**src/rtl/espic_node_if.sv**
```systemverilog
// Node-side ESPIC endpoint: synchronises and latches controller IRQs into one
// prioritised CPU request with ack/EOI, and encodes CPU commands into held op words.
module espic_node_if #(
  parameter int NODE_ID        = 0,
  parameter int SYNC_STAGES    = 2,
  parameter int OP_HOLD_CYCLES = 4
) (
  input  logic        CLK,
  input  logic        RST,
  input  logic        irq0_in,
  input  logic [1:0]  irq1_in,
  input  logic        irq2_in,
  input  logic [2:0]  irq_mask,
  output logic        irq_req,
  output logic [1:0]  irq_vec,
  input  logic        irq_ack,
  input  logic        irq_eoi,
  output logic [2:0]  pending,
  input  logic        cmd_valid,
  input  logic [1:0]  cmd_type,
  input  logic [3:0]  cmd_prio,
  output logic        cmd_ready,
  output logic [15:0] out_op,
  output logic [1:0]  dbg_state
);

  // Handshakes: a command transfers on a rising CLK edge where cmd_valid & cmd_ready;
  // irq_ack counts only while irq_req is high, irq_eoi only while in service.

  localparam logic [1:0] ST_IDLE = 2'd0;
  localparam logic [1:0] ST_REQ  = 2'd1;
  localparam logic [1:0] ST_SVC  = 2'd2;

  localparam logic            NODE_SEL  = NODE_ID[0];
  localparam int              CW        = (OP_HOLD_CYCLES > 1) ? $clog2(OP_HOLD_CYCLES) : 1;
  localparam logic [CW-1:0]   HOLD_LAST = CW'(OP_HOLD_CYCLES - 1);

  logic [2:0]    r_sync [SYNC_STAGES];
  logic [2:0]    r_hist;
  logic [2:0]    r_pend;
  logic [1:0]    r_state;
  logic          r_req;
  logic [1:0]    r_vec;
  logic          r_busy;
  logic [CW-1:0] r_cnt;
  logic [15:0]   r_op;

  logic [2:0]    w_in;
  logic [2:0]    w_rise;
  logic [2:0]    w_elig;
  logic [2:0]    w_vec_hot;
  logic [2:0]    w_clr;
  logic          w_found;
  logic [1:0]    w_win;
  logic [15:0]   w_op;

  assign w_in      = {irq2_in, irq1_in[NODE_SEL], irq0_in};
  assign w_rise    = r_sync[SYNC_STAGES-1] & ~r_hist;
  assign w_elig    = r_pend & ~irq_mask;
  assign w_vec_hot = 3'b001 << r_vec;
  assign w_clr     = ((r_state == ST_REQ) && irq_ack) ? w_vec_hot : 3'b000;

  always_comb begin
    w_found = 1'b1;
    w_win   = 2'd0;
    if (w_elig[0])      w_win = 2'd0;
    else if (w_elig[1]) w_win = 2'd1;
    else if (w_elig[2]) w_win = 2'd2;
    else                w_found = 1'b0;
  end

  always_ff @(posedge CLK or negedge RST) begin
    if (!RST) begin
      for (int i = 0; i < SYNC_STAGES; i++) r_sync[i] <= 3'b000;
      r_hist <= 3'b000;
      r_pend <= 3'b000;
    end else begin
      r_sync[0] <= w_in;
      for (int i = 1; i < SYNC_STAGES; i++) r_sync[i] <= r_sync[i-1];
      r_hist <= r_sync[SYNC_STAGES-1];
      // A rise landing on the same edge as its ack must survive, so OR it in last.
      r_pend <= (r_pend & ~w_clr) | w_rise;
    end
  end

  always_ff @(posedge CLK or negedge RST) begin
    if (!RST) begin
      r_state <= ST_IDLE;
      r_req   <= 1'b0;
      r_vec   <= 2'd0;
    end else begin
      case (r_state)
        ST_IDLE: if (w_found) begin
          r_state <= ST_REQ;
          r_req   <= 1'b1;
          r_vec   <= w_win;
        end
        ST_REQ: if (irq_ack) begin
          r_state <= ST_SVC;
          r_req   <= 1'b0;
        end else if (|(irq_mask & w_vec_hot)) begin
          r_state <= ST_IDLE;
          r_req   <= 1'b0;
        end
        ST_SVC: if (irq_eoi) r_state <= ST_IDLE;
        default: begin
          r_state <= ST_IDLE;
          r_req   <= 1'b0;
        end
      endcase
    end
  end

  always_comb begin
    case (cmd_type)
      2'd0:    w_op = {12'h2F1, cmd_prio};
      2'd1:    w_op = 16'h3F11;
      2'd2:    w_op = 16'h3F12;
      default: w_op = 16'h0000;
    endcase
  end

  // r_cnt counts the remaining hold cycles after the current one.
  always_ff @(posedge CLK or negedge RST) begin
    if (!RST) begin
      r_busy <= 1'b0;
      r_cnt  <= '0;
      r_op   <= 16'h0000;
    end else if (!r_busy) begin
      if (cmd_valid) begin
        r_busy <= 1'b1;
        r_op   <= w_op;
        r_cnt  <= HOLD_LAST;
      end
    end else if (r_cnt == '0) begin
      r_busy <= 1'b0;
      r_op   <= 16'h0000;
    end else begin
      r_cnt <= r_cnt - 1'b1;
    end
  end

  assign irq_req   = r_req;
  assign irq_vec   = r_vec;
  assign pending   = r_pend;
  assign cmd_ready = ~r_busy;
  assign out_op    = r_op;
  assign dbg_state = r_state;

endmodule

```
**config.mk**
```make
export PLATFORM = sky130hd
export DESIGN_NAME = espic_node_if
export DESIGN_NICKNAME = d
export VERILOG_FILES = /design/src/rtl/espic_node_if.sv
export SDC_FILE = /design/constraint.sdc
export NUM_CORES = 1
export LEC_CHECK = 0
export ABC_CLOCK_PERIOD_IN_PS = 2300
export BUFFER_PORTS_ARGS = -buffer_cell sky130_fd_sc_hd__buf_2
export CAP_MARGIN = 20
export CORE_MARGIN = 2
export CORE_UTILIZATION = 51
export CTS_CLUSTER_SIZE = 16
export DETAILED_ROUTE_END_ITERATION = 6
export HOLD_SLACK_MARGIN = 0.06
export PLACE_DENSITY = 0.84
export SLEW_MARGIN = 20
export SYNTH_ARGS = -nofsm -noshare
export SYNTH_HDL_FRONTEND = slang
export SYNTH_SLANG_ARGS = --single-unit
```
**constraint.sdc**
```tcl
create_clock -name CLK -period 2.3 [get_ports CLK]
set_clock_uncertainty 0.2 [all_clocks]
set_input_delay 0.115 -clock CLK [delete_from_list [all_inputs] [get_ports CLK]]
set_output_delay 0.115 -clock CLK [all_outputs]
set_load 0.1 [all_outputs]
```
==> out/results.ini <==
[synthesis]
synth_cell_types = 28
synth_area_per_cell_sq_um = 10.7
postSynthCellCount = 108
ys_seq_area_frac = 0.563
async_flop_share = 1.00
synth_top_flop_cell = dfrtp_1
synth-seq-cells = 26
synth-edff-count = 0
netlist_area_sq_mm = 0.00116
ys_warn_count = 0

[worst_setup_path]
worstPathRequired_ns = 2.36
crit_type = flop to flop
r2r-start = pending[0]
crit_fanout = 3
crit_arrival_ns = 1.91
crit_path_max_incr_delay_ns = 0.57
crit_path_start_kind = flop
crit_chain = nor2b_4 -> or2_2 -> a21oi_1 -> dlygate4sd3_1
worstSetupStartpoint = pending[0]
slowest_stage = dlygate4sd3_1
end_kind = flop

[detailed_routing]
drcViolationCount = 0
drtIter0Drc = 3
firstDrtPassIters = 4
drtAntennaViolNets = 0
viasPerCell = 4.84
post_drt_wl_per_cell_microns = 13.2
vias = 914
wirelength_microns = 2500

[die]
boundaryPins = 43
initial_core_util = 0.533
num_rows = 17
die_area_sq_mm = 0.00266
die_h_microns = 51.6
die_w_microns = 51.6
core_area_sq_mm = 0.00217

[timing]
rsz0062_at_grt = false
max_freq_mhz = 540
slew_headroom = 0.627
tightest_slew_ns = 0.560
setup-violations-final = 0
totalNegativeSetupSlack_ns = 0
finalMaxSlewViolations = 0
period_share = 0.806
finalHoldViolCount = 0
min_period_ns = 1.85

[global_routing]
grt_use_total = 0.214
grt_overflow = 0
grt_pass1_vias = 949
grt_pass1_wl_microns = 4060
antenna_found_initial = 0
grt_max_degree = 27

[cells_and_area]
instances_no_fill = 189
layout.nets = 183
drive_gt1_frac = 0.280
antenna_cells = 0
syn_to_final_growth_pct = 33.5

[clock_tree]
clock_path_buffers = 2
clkTransAtPathRegs_ns = 0.13
cts-root-buf = clkbuf_4
cts_made_buffers = 3
post_cts_buffers = 0
clkSinkCount = 26
cts_resized = 0
clk_latency_ns = 0.31
cts_tree = built
h-tree-depth = 1

[outcome]
status = finished, final reports clean

[place]
detailed_place_hpwl_microns = 1590
numPortBuffers = 36
dpl.cell_count = 165
gp_congestion = 0.745

[job]
max_cap_viol_count = 0

[worst_hold_path]
hold_start = cmd_type[1]
hp-class = primary input to flop

[layer usage]
| layer | GRT usage | share of wire | vias to the layer above |
|---|---|---|---|
| met1 | 0.223 | 0.40 | 435 |
| met3 | 0.0374 | 0.040 | 6 |
| met2 | 0.412 | 0.54 | 25 |
| met5 | 0 | 0 | - |
| met4 | 0.0921 | 0.017 | 0 |
| li1 | - | - | 448 |
[flip-flops by register name, summed over array words and instances (netlist names)]
signal and count:
out_op 6, r_cnt 2, irq_vec 2, r_sync 6
irq_req 1, r_hist 3, pending 3, r_busy 1
dbg_state 2
[cells in the final DEF, fill, tap and decap left out, types with 2 or more instances in the layout]
cell type,instances
mux2i_1,3
dfrtp_1,26
ha_1,3
a31oi_1,2
o21ai_0,14
nand2b_1,2
inv_1,10
nand2_1,8
dlygate4sd3_1,20
conb_1,5
nand3b_1,2
a21oi_1,5
buf_2,36
or2_2,2
clkbuf_4,3
nor2b_1,6
[worst max-delay path, delay by kind of cell, from the launching register on]
kind | cells | cell delay [ns]
compound gates | 1 | 0.16
buf+inv | 1 | 0.57
flops | 1 | 0.43
simple gates | 2 | 0.43
[synth_stat cells (2+ instances only)]
cell | n | area [sq um]
or2_2 | 2 | 12.5
ha_1 | 3 | 37.5
nand2b_1 | 2 | 12.5
buf_4 | 10 | 75.1
mux2i_1 | 3 | 30.0
nor2b_1 | 6 | 37.5
nand2_1 | 8 | 30.0
a21oi_1 | 5 | 25.0
dfrtp_1 | 26 | 651
inv_1 | 10 | 37.5
a31oi_1 | 2 | 12.5
nand3b_1 | 2 | 15.0
o21ai_0 | 14 | 70.1
[repair_timing]
item | in CTS | in global routing
hold buffers | 20 | 0
endpoints found under the setup margin | 0 | 0
endpoints found under the hold margin | 42 | 0
[final cells by class]
class / instances / area, sq um
flip-flops and latches: 26 / 651
fillers: 167 / 626
multi-input cells: 65 / 404
repair buffers: 56 / 380
inverters: 10 / 37.5
clock buffers: 4 / 36.3
well taps: 28 / 35.0
[cells by family (layout without fill, tap and decap cells)]
group,Yosys count,after routing,synth area share
buffers and inverters,21,70,0.101
multiplexers,3,3,0.0260
adder cells (fa/ha/maj),3,3,0.0325
other,1,5,0.00324
AO/OA/AOI/OAI,27,27,0.133
flip-flops,26,26,0.563
AND/OR/NAND/NOR,27,27,0.142
[metrics by stage]
step | hold WS (ns) | instance area [sq um] | setup WS, ns | util
finish | 0.0600 | 1540 | 0.447 | 0.712
global route | 0.0829 | 1540 | 0.397 | 0.712
CTS | 0.0630 | 1540 | 0.491 | 0.712
detailed placement | -0.0595 | 1310 | 0.674 | 0.603
global placement | -0.0701 | 1310 | 0.714 | 0.603
floorplan | -0.381 | 1170 | 0.249 | -
[final timing paths]
| check | end | slack (ns) | depth (start not counted) |
|---|---|---|---|
| worst max-delay path | irq_vec[1] | 0.45 | 4 |
| worst min register to register | r_sync[1] | 0.16 | 0 |
| max in group asynchronous | out_op[1] | 1.43 | 2 |
| min in group asynchronous | irq_req | 0.10 | 2 |
| worst min-delay path | out_op[1] | 0.06 | 4 |
| worst max register to register | irq_vec[1] | 0.45 | 4 |
Power is left out: the tool's default activity adds up to more than one toggle a clock period on the data nets, which glitch-free logic cannot reach.
